==> src/rtl/mult_div_unit.sv <==
// -----------------------------------------------------------------------------
// mult_div_unit
//   Multi-cycle integer multiply / divide unit with architectural HI/LO
//   registers. Multiplies use shift-add and divides use restoring
//   shift-subtract. Both work on unsigned magnitudes, one step per clock.
//   A final FIX cycle applies the sign correction and writes HI/LO.
//
//   Optional build macro: MULT_DIV_FAST_MULT_EN
//     When defined, MULT/MULTU skip the iterative RUN phase and take their
//     product from a single-cycle multiplier in FIX. Divide timing is the
//     same in both builds.
//
// Ports
//   clock        : single clock, all state changes on the rising edge
//   reset_n      : asynchronous active-low reset
//   start        : begin the operation selected by op (sampled in IDLE only)
//   op           : 00 MULT, 01 MULTU, 10 DIV, 11 DIVU
//   operand_a    : multiplicand / dividend
//   operand_b    : multiplier / divisor
//   mthi, mtlo   : write write_data into HI / LO (IDLE only, wins over start)
//   write_data   : data for mthi / mtlo
//   busy         : high while an operation is in progress
//   done         : one-cycle pulse marking the HI/LO update
//   hi, lo       : registered HI / LO
//   div_by_zero  : registered divide-by-zero flag, valid while done is high
// -----------------------------------------------------------------------------
module mult_div_unit #(
  parameter int DATA_WIDTH = 32
) (
  input  logic                  clock,
  input  logic                  reset_n,
  input  logic                  start,
  input  logic [1:0]            op,
  input  logic [DATA_WIDTH-1:0] operand_a,
  input  logic [DATA_WIDTH-1:0] operand_b,
  input  logic                  mthi,
  input  logic                  mtlo,
  input  logic [DATA_WIDTH-1:0] write_data,
  output logic                  busy,
  output logic                  done,
  output logic [DATA_WIDTH-1:0] hi,
  output logic [DATA_WIDTH-1:0] lo,
  output logic                  div_by_zero
);

  localparam int W  = DATA_WIDTH;
  localparam int CW = (W > 1) ? $clog2(W) : 1;
  localparam logic [CW-1:0] LAST_STEP = CW'(W - 1);
  localparam logic [CW-1:0] CNT_ONE   = {{(CW-1){1'b0}}, 1'b1};

  typedef enum logic [1:0] {
    S_IDLE = 2'd0,
    S_RUN  = 2'd1,
    S_FIX  = 2'd2
  } state_t;

  // Two's-complement magnitude; only negative values of signed ops are negated.
  function automatic logic [W-1:0] mag_of(input logic [W-1:0] v, input logic is_signed);
    return (is_signed && v[W-1]) ? -v : v;
  endfunction

  // Conditional negation of a single-width value.
  function automatic logic [W-1:0] neg_w(input logic [W-1:0] v, input logic neg);
    return neg ? -v : v;
  endfunction

  // Conditional negation of a double-width product.
  function automatic logic [2*W-1:0] neg_2w(input logic [2*W-1:0] v, input logic neg);
    return neg ? -v : v;
  endfunction

  // State and control
  state_t          r_state;
  state_t          w_next_state;
  logic [CW-1:0]   r_count;

  // Iteration datapath: r_acc is the upper product half / partial remainder,
  // r_q is the multiplier being consumed / quotient being built.
  logic [W-1:0]    r_acc;
  logic [W-1:0]    r_q;
  logic [W-1:0]    r_mag_x;      // |multiplicand| or |divisor|
  logic [W-1:0]    r_a;          // raw dividend, returned in HI on divide-by-zero
  logic            r_is_div;
  logic            r_neg_q;      // negate product / quotient
  logic            r_neg_r;      // negate remainder (dividend was negative)
  logic            r_b_zero;

  // Architectural outputs
  logic [W-1:0]    r_hi;
  logic [W-1:0]    r_lo;
  logic            r_busy;
  logic            r_done;
  logic            r_dbz;

  // Operand preparation at start
  logic            w_signed;
  logic [W-1:0]    w_abs_a;
  logic [W-1:0]    w_abs_b;

  // Step arithmetic
  logic [W:0]      w_mul_sum;
  logic [W:0]      w_div_shift;
  logic            w_div_ge;
  logic [W-1:0]    w_div_sub;

  // FIX results
  logic [2*W-1:0]  w_prod;
  logic [2*W-1:0]  w_prod_fixed;
  logic [W-1:0]    w_fix_hi;
  logic [W-1:0]    w_fix_lo;
  logic            w_fix_dbz;

  // Output-process controls
  logic            w_accept;
  logic            w_step;
  logic [W-1:0]    w_hi_nxt;
  logic [W-1:0]    w_lo_nxt;
  logic            w_done_nxt;
  logic            w_dbz_nxt;
  logic            w_busy_nxt;

  assign w_signed = ~op[0];
  assign w_abs_a  = mag_of(operand_a, w_signed);
  assign w_abs_b  = mag_of(operand_b, w_signed);

  // Shift-add: add the multiplicand when the current multiplier LSB is set,
  // then the whole {acc, q} pair shifts right by one.
  assign w_mul_sum = {1'b0, r_acc} + (r_q[0] ? {1'b0, r_mag_x} : {(W+1){1'b0}});

  // Restoring divide: shift the next dividend bit into the partial remainder
  // and subtract when it fits. The true difference is below the divisor, so a
  // W-bit subtraction is exact.
  assign w_div_shift = {r_acc, r_q[W-1]};
  assign w_div_ge    = (w_div_shift >= {1'b0, r_mag_x});
  assign w_div_sub   = w_div_shift[W-1:0] - r_mag_x;

`ifdef MULT_DIV_FAST_MULT_EN
  assign w_prod = {{W{1'b0}}, r_mag_x} * {{W{1'b0}}, r_q};
`else
  assign w_prod = {r_acc, r_q};
`endif

  assign w_prod_fixed = neg_2w(w_prod, r_neg_q);

  assign busy        = r_busy;
  assign done        = r_done;
  assign hi          = r_hi;
  assign lo          = r_lo;
  assign div_by_zero = r_dbz;

  // FSM state register
  always_ff @(posedge clock or negedge reset_n) begin
    if (!reset_n) begin
      r_state <= S_IDLE;
    end else begin
      r_state <= w_next_state;
    end
  end

  // FSM next-state logic; a move request in IDLE blocks start for that cycle
  always_comb begin
    w_next_state = r_state;
    case (r_state)
      S_IDLE: begin
        if (start && !mthi && !mtlo) begin
`ifdef MULT_DIV_FAST_MULT_EN
          if (!op[1]) begin
            w_next_state = S_FIX;
          end else begin
            w_next_state = S_RUN;
          end
`else
          w_next_state = S_RUN;
`endif
        end else begin
          w_next_state = S_IDLE;
        end
      end
      S_RUN: begin
        if (r_count == LAST_STEP) begin
          w_next_state = S_FIX;
        end else begin
          w_next_state = S_RUN;
        end
      end
      S_FIX:   w_next_state = S_IDLE;
      default: w_next_state = S_IDLE;
    endcase
  end

  // FIX-cycle results: sign correction and divide-by-zero substitution
  always_comb begin
    w_fix_hi  = r_hi;
    w_fix_lo  = r_lo;
    w_fix_dbz = 1'b0;
    if (r_is_div) begin
      if (r_b_zero) begin
        w_fix_lo  = {W{1'b1}};
        w_fix_hi  = r_a;
        w_fix_dbz = 1'b1;
      end else begin
        // Min-int / -1 needs no special case: the magnitude quotient is
        // already the min-int bit pattern and is not negated (same signs).
        w_fix_lo  = neg_w(r_q, r_neg_q);
        w_fix_hi  = neg_w(r_acc, r_neg_r);
        w_fix_dbz = 1'b0;
      end
    end else begin
      w_fix_hi  = w_prod_fixed[2*W-1:W];
      w_fix_lo  = w_prod_fixed[W-1:0];
      w_fix_dbz = 1'b0;
    end
  end

  // FSM output logic: datapath strobes and next values of the output registers
  always_comb begin
    w_accept   = 1'b0;
    w_step     = 1'b0;
    w_hi_nxt   = r_hi;
    w_lo_nxt   = r_lo;
    w_done_nxt = 1'b0;
    w_dbz_nxt  = 1'b0;
    w_busy_nxt = (w_next_state != S_IDLE);
    case (r_state)
      S_IDLE: begin
        if (mthi || mtlo) begin
          if (mthi) begin
            w_hi_nxt = write_data;
          end else begin
            w_hi_nxt = r_hi;
          end
          if (mtlo) begin
            w_lo_nxt = write_data;
          end else begin
            w_lo_nxt = r_lo;
          end
        end else if (start) begin
          w_accept = 1'b1;
        end else begin
          w_accept = 1'b0;
        end
      end
      S_RUN: begin
        w_step = 1'b1;
      end
      S_FIX: begin
        w_hi_nxt   = w_fix_hi;
        w_lo_nxt   = w_fix_lo;
        w_done_nxt = 1'b1;
        w_dbz_nxt  = w_fix_dbz;
      end
      default: begin
        w_accept = 1'b0;
      end
    endcase
  end

  // Iteration datapath: operand latch at accept, one step per RUN cycle
  always_ff @(posedge clock or negedge reset_n) begin
    if (!reset_n) begin
      r_count  <= {CW{1'b0}};
      r_acc    <= {W{1'b0}};
      r_q      <= {W{1'b0}};
      r_mag_x  <= {W{1'b0}};
      r_a      <= {W{1'b0}};
      r_is_div <= 1'b0;
      r_neg_q  <= 1'b0;
      r_neg_r  <= 1'b0;
      r_b_zero <= 1'b0;
    end else if (w_accept) begin
      r_count  <= {CW{1'b0}};
      r_acc    <= {W{1'b0}};
      r_is_div <= op[1];
      r_mag_x  <= op[1] ? w_abs_b : w_abs_a;
      r_q      <= op[1] ? w_abs_a : w_abs_b;
      r_a      <= operand_a;
      r_neg_q  <= w_signed & (operand_a[W-1] ^ operand_b[W-1]);
      r_neg_r  <= w_signed & operand_a[W-1];
      r_b_zero <= (operand_b == {W{1'b0}});
    end else if (w_step) begin
      r_count <= r_count + CNT_ONE;
      if (r_is_div) begin
        r_acc <= w_div_ge ? w_div_sub : w_div_shift[W-1:0];
        r_q   <= {r_q[W-2:0], w_div_ge};
      end else begin
        r_acc <= w_mul_sum[W:1];
        r_q   <= {w_mul_sum[0], r_q[W-1:1]};
      end
    end
  end

  // Registered outputs: HI/LO, busy, done, div_by_zero
  always_ff @(posedge clock or negedge reset_n) begin
    if (!reset_n) begin
      r_hi   <= {W{1'b0}};
      r_lo   <= {W{1'b0}};
      r_busy <= 1'b0;
      r_done <= 1'b0;
      r_dbz  <= 1'b0;
    end else begin
      r_hi   <= w_hi_nxt;
      r_lo   <= w_lo_nxt;
      r_busy <= w_busy_nxt;
      r_done <= w_done_nxt;
      r_dbz  <= w_dbz_nxt;
    end
  end

endmodule

==> config.mk <==
export PLATFORM = sky130hd
export DESIGN_NAME = mult_div_unit
export DESIGN_NICKNAME = d
export VERILOG_FILES = /design/src/rtl/mult_div_unit.sv
export SDC_FILE = /design/constraint.sdc
export NUM_CORES = 1
export LEC_CHECK = 0
export CAP_MARGIN = 20
export CORE_MARGIN = 4
export CORE_UTILIZATION = 50
export DETAILED_ROUTE_END_ITERATION = 8
export PLACE_DENSITY = 0.73
export RECOVER_POWER = 25
export SETUP_SLACK_MARGIN = 0.5
export SLEW_MARGIN = 15
export SYNTH_ARGS = -nofsm -noshare
export SYNTH_HDL_FRONTEND = slang
export SYNTH_SLANG_ARGS = --single-unit
==> constraint.sdc <==
create_clock -name clock -period 8.4 [get_ports clock]
set_input_delay 1.68 -clock clock [delete_from_list [all_inputs] [get_ports clock]]
set_output_delay 1.68 -clock clock [all_outputs]
set_load 0.01 [all_outputs]
==> flow_summary_export.csv <==
group,metric,value,unit
yosys,yosysSeqAreaShare,30.3,%
setup_path,cp.arrival,5.35,ns
clock_tree,cts_setup_buffers,0,
finish,area_growth,15.5,%
detailed_routing,dr_total_vias,17900,
global_route,overflow,0,
setup_path,cp_cell_sequence,"clkbuf_1, clkbuf_1, buf_16",
power,power.leakage,8.28,nW
power,vdd_drop_max,0.341,mV
yosys,syn_inst,2242,
global_route,grt_pass1_wl,99.9,mm
yosys,ys_warn_count,0,
finish,layout.cells.non_filler,2758,
yosys,ys_types,74,
timing,clock_skew,0.0122,ns
detailed_routing,drt-initial-drc-count,1911,
placed_design,dp_hpwl,50.9,mm
timing,whs,0.481,ns
timing,setup_violations,0,
placed_design,dp_slack,3.63,ns
outcome,status,"complete, but fails checks",
timing,min_period_over_period,55.8,%
setup_path,max_stage_delay,2.21,ns
finish,fin_area,0.0196,mm²
setup_path,r2r_slack,3.83,ns
finish,drive_gt1_share,3.85,%
floorplan,num_rows,67,
setup_path,crit_path_start_kind,"input port",
yosys,async_reset_ff_share,100,%
clock_tree,cts_tree,"built",
setup_path,worstReg2RegStart,"r_acc[2]",
yosys,ys_seq_elements,206,
hold_path,worst_hold_path.endpoint,"hi[25]",
detailed_routing,ant_nets,0,
floorplan,ios,170,
detailed_routing,drtPass1Iterations,5,
power,cellPowerDensity,435,mW/mm²
setup_path,rr_worst_depth,10,
setup_path,path_class,"in2async",
floorplan,fp.dieW,192,µm
timing,fmax,0.214,GHz
outcome,violations,"max-capacitance violations, max-slew violations",
hold_path,min_path_type,"reg2reg",
timing,relSlewSlack,-112,%
clock_tree,cts.repair.resized,0,
global_route,antenna_found_initial,2,
clock_tree,clockBufferDepth,3,
placed_design,dpl.cell_count,2714,
setup_path,end_kind,"asynchronous set/reset pin",
setup_path,crit_fanout,57,
setup_path,path_common_cell,"clkbuf_1",
timing,finalHoldViolCount,0,
hold_path,min-delay-start,"hi[25]",
yosys,syn_area,0.0170,mm²
detailed_routing,routed_via_density,6.48,
clock_tree,clk_pin_slew,0.06,ns
timing,tightest_slew,3.18,ns
timing,drv_slew,114,
global_route,first_global_vias,16500,
timing,setup_ws,3.72,ns
timing,rsz0062_at_grt,"false",
floorplan,die-area,0.0370,mm²
clock_tree,cts_made_buffers,25,
detailed_routing,route.detailed.drc,0,
clock_tree,cts_sinks,206,
placed_design,place_congestion,1.00,
detailed_routing,wirelength,66.3,mm
setup_path,cp.required,9.07,ns
timing,tns,0,ns
floorplan,core-area,0.0335,mm²
yosys,syn_area_per_cell,7.58,µm²
placed_design,place_area,0.0188,mm²
setup_path,crit_slowest_cell,"clkbuf_1",
floorplan,die_h,192,µm
clock_tree,cts_root_buf,"clkbuf_16",
clock_tree,clock_latency,0.53,ns
placed_design,port_buffers,169,
finish,antenna-diode-count,0,
setup_path,r2r-end,"r_acc[28]",
detailed_routing,wire_per_inst,24.0,µm
yosys,syn_nets,2417,
yosys,synth_ff_type,"dfrtp_1",
flow_run,maxCapViolCount,2,
clock_tree,holdBufCountCts,0,
global_route,grt_max_degree,77,
yosys,synth_edf_count,0,
clock_tree,htreeDepth,1,
global_route,grt_use_total,34.8,%
finish,fin_nets,2470,
timing,period_needed,4.68,ns
hold_path,min_path_cells,2,
floorplan,start_util,50.7,%
critical path: cells and delay by family:
kind	cells	cell delay, ns
buf+inv	3	3.57
synthesized netlist by cell type, types with 5 or more instances:
library cell | instances | area share (%)
o21ai_0 | 249 | 7.3
ha_1 | 70 | 5.2
a21o_1 | 30 | 1.3
nor4_1 | 17 | 0.63
nand4_1 | 21 | 0.77
nor3_1 | 36 | 1.1
o22ai_1 | 40 | 1.5
o211ai_1 | 15 | 0.66
a22o_1 | 7 | 0.36
and3_1 | 17 | 0.63
buf_1 | 12 | 0.26
o21bai_1 | 14 | 0.62
dfrtp_1 | 206 | 30
xor2_1 | 89 | 4.6
a22oi_1 | 16 | 0.71
a211o_1 | 8 | 0.41
clkbuf_1 | 152 | 3.4
o31ai_1 | 26 | 1.1
a211oi_1 | 14 | 0.62
o211a_1 | 5 | 0.29
and2_1 | 11 | 0.40
o41ai_1 | 9 | 0.46
mux2i_1 | 39 | 2.3
a31oi_1 | 25 | 0.92
nand2_1 | 336 | 7.4
a221o_1 | 5 | 0.29
nand2b_1 | 16 | 0.59
xnor2_1 | 87 | 4.5
nor2_1 | 187 | 4.1
nand3b_1 | 6 | 0.26
or2_2 | 10 | 0.37
or3_1 | 15 | 0.55
inv_1 | 67 | 1.5
or4_1 | 11 | 0.49
o21a_1 | 15 | 0.66
a221oi_1 | 8 | 0.41
o221ai_1 | 39 | 2.0
a2111oi_0 | 5 | 0.26
a21oi_1 | 163 | 4.8
a222oi_1 | 9 | 0.53
o21ai_1 | 7 | 0.21
nor2b_1 | 15 | 0.55
nand3_1 | 64 | 1.9
cell type report:
type	instances	area [µm²]
Multi-Input combinational cell	1803	11000
Fill cell	3140	13900
Inverter	68	255
Sequential cell	206	5160
Tap cell	448	561
Clock buffer	37	741
Clock inverter	5	57.6
Timing Repair Buffer	191	1870
report_power, final:
group	internal (mW)	switching, mW	leakage (nW)
Sequential	1.46	0.775	2.55
Combinational	2.06	3.17	5.33
Clock	0.636	0.440	0.395
Total	4.16	4.38	8.28
placed cells by master, fill, tap and decap left out, drive strengths merged, types with 64 or more instances in the layout:
cell type	count
a21oi	163
dfrtp	206
clkdlybuf4s50	167
o21ai	256
nand2	336
ha	70
xor2	89
nor2	188
xnor2	87
inv	70
nand3	64
metrics by stage:
step / total power [mW] / utilization (%)
2_1_floorplan: 5.43 / -
3_3_place_gp: 7.21 / 56.1
3_5_place_dp: 7.27 / 56.1
4_1_cts: 8.36 / 58.5
5_1_grt: 9.10 / 58.6
6_report: 8.54 / 58.6
cell families (layout without fill, tap and decap cells):
kind of cell,Yosys count,in the layout,synth area share (%)
buf+inv,233,301,5.15
mux,41,41,2.43
flops,206,206,30.3
xor+xnor,176,176,9.07
compound gates,733,733,26.8
simple gates,781,781,20.9
fa+ha+maj,72,72,5.39
how the worst max path moves through the flow:
stage,start,endpoint
floorplan,operand_b[8],r_mag_x[27]
finish,reset_n,r_is_div
global route,reset_n,r_is_div
detailed placement,operand_b[8],r_q[26]
global placement,operand_b[8],r_q[26]
CTS,r_acc[2],r_acc[28]
registers in the layout, summed over array words and instances, names as in the netlist:
signal / flops
r_count: 5
r_b_zero: 1
div_by_zero: 1
r_is_div: 1
done: 1
lo: 32
r_neg_q: 1
r_a: 32
r_mag_x: 32
hi: 32
busy: 1
r_acc: 32
r_state: 2
r_neg_r: 1
r_q: 32
per-layer routing:
| layer | part of all wire, % | wire, µm | global-route usage (%) | up-vias |
|---|---|---|---|---|
| met5 | 0 | 0 | 0.687 | - |
| met4 | 2.8 | 1860 | 8.48 | 0 |
| li1 | - | - | - | 8180 |
| met3 | 11 | 7350 | 7.31 | 103 |
| met1 | 44 | 28900 | 51.9 | 8578 |
| met2 | 43 | 28200 | 51.7 | 1024 |
Note: power is estimated with default switching activity, not from simulation.
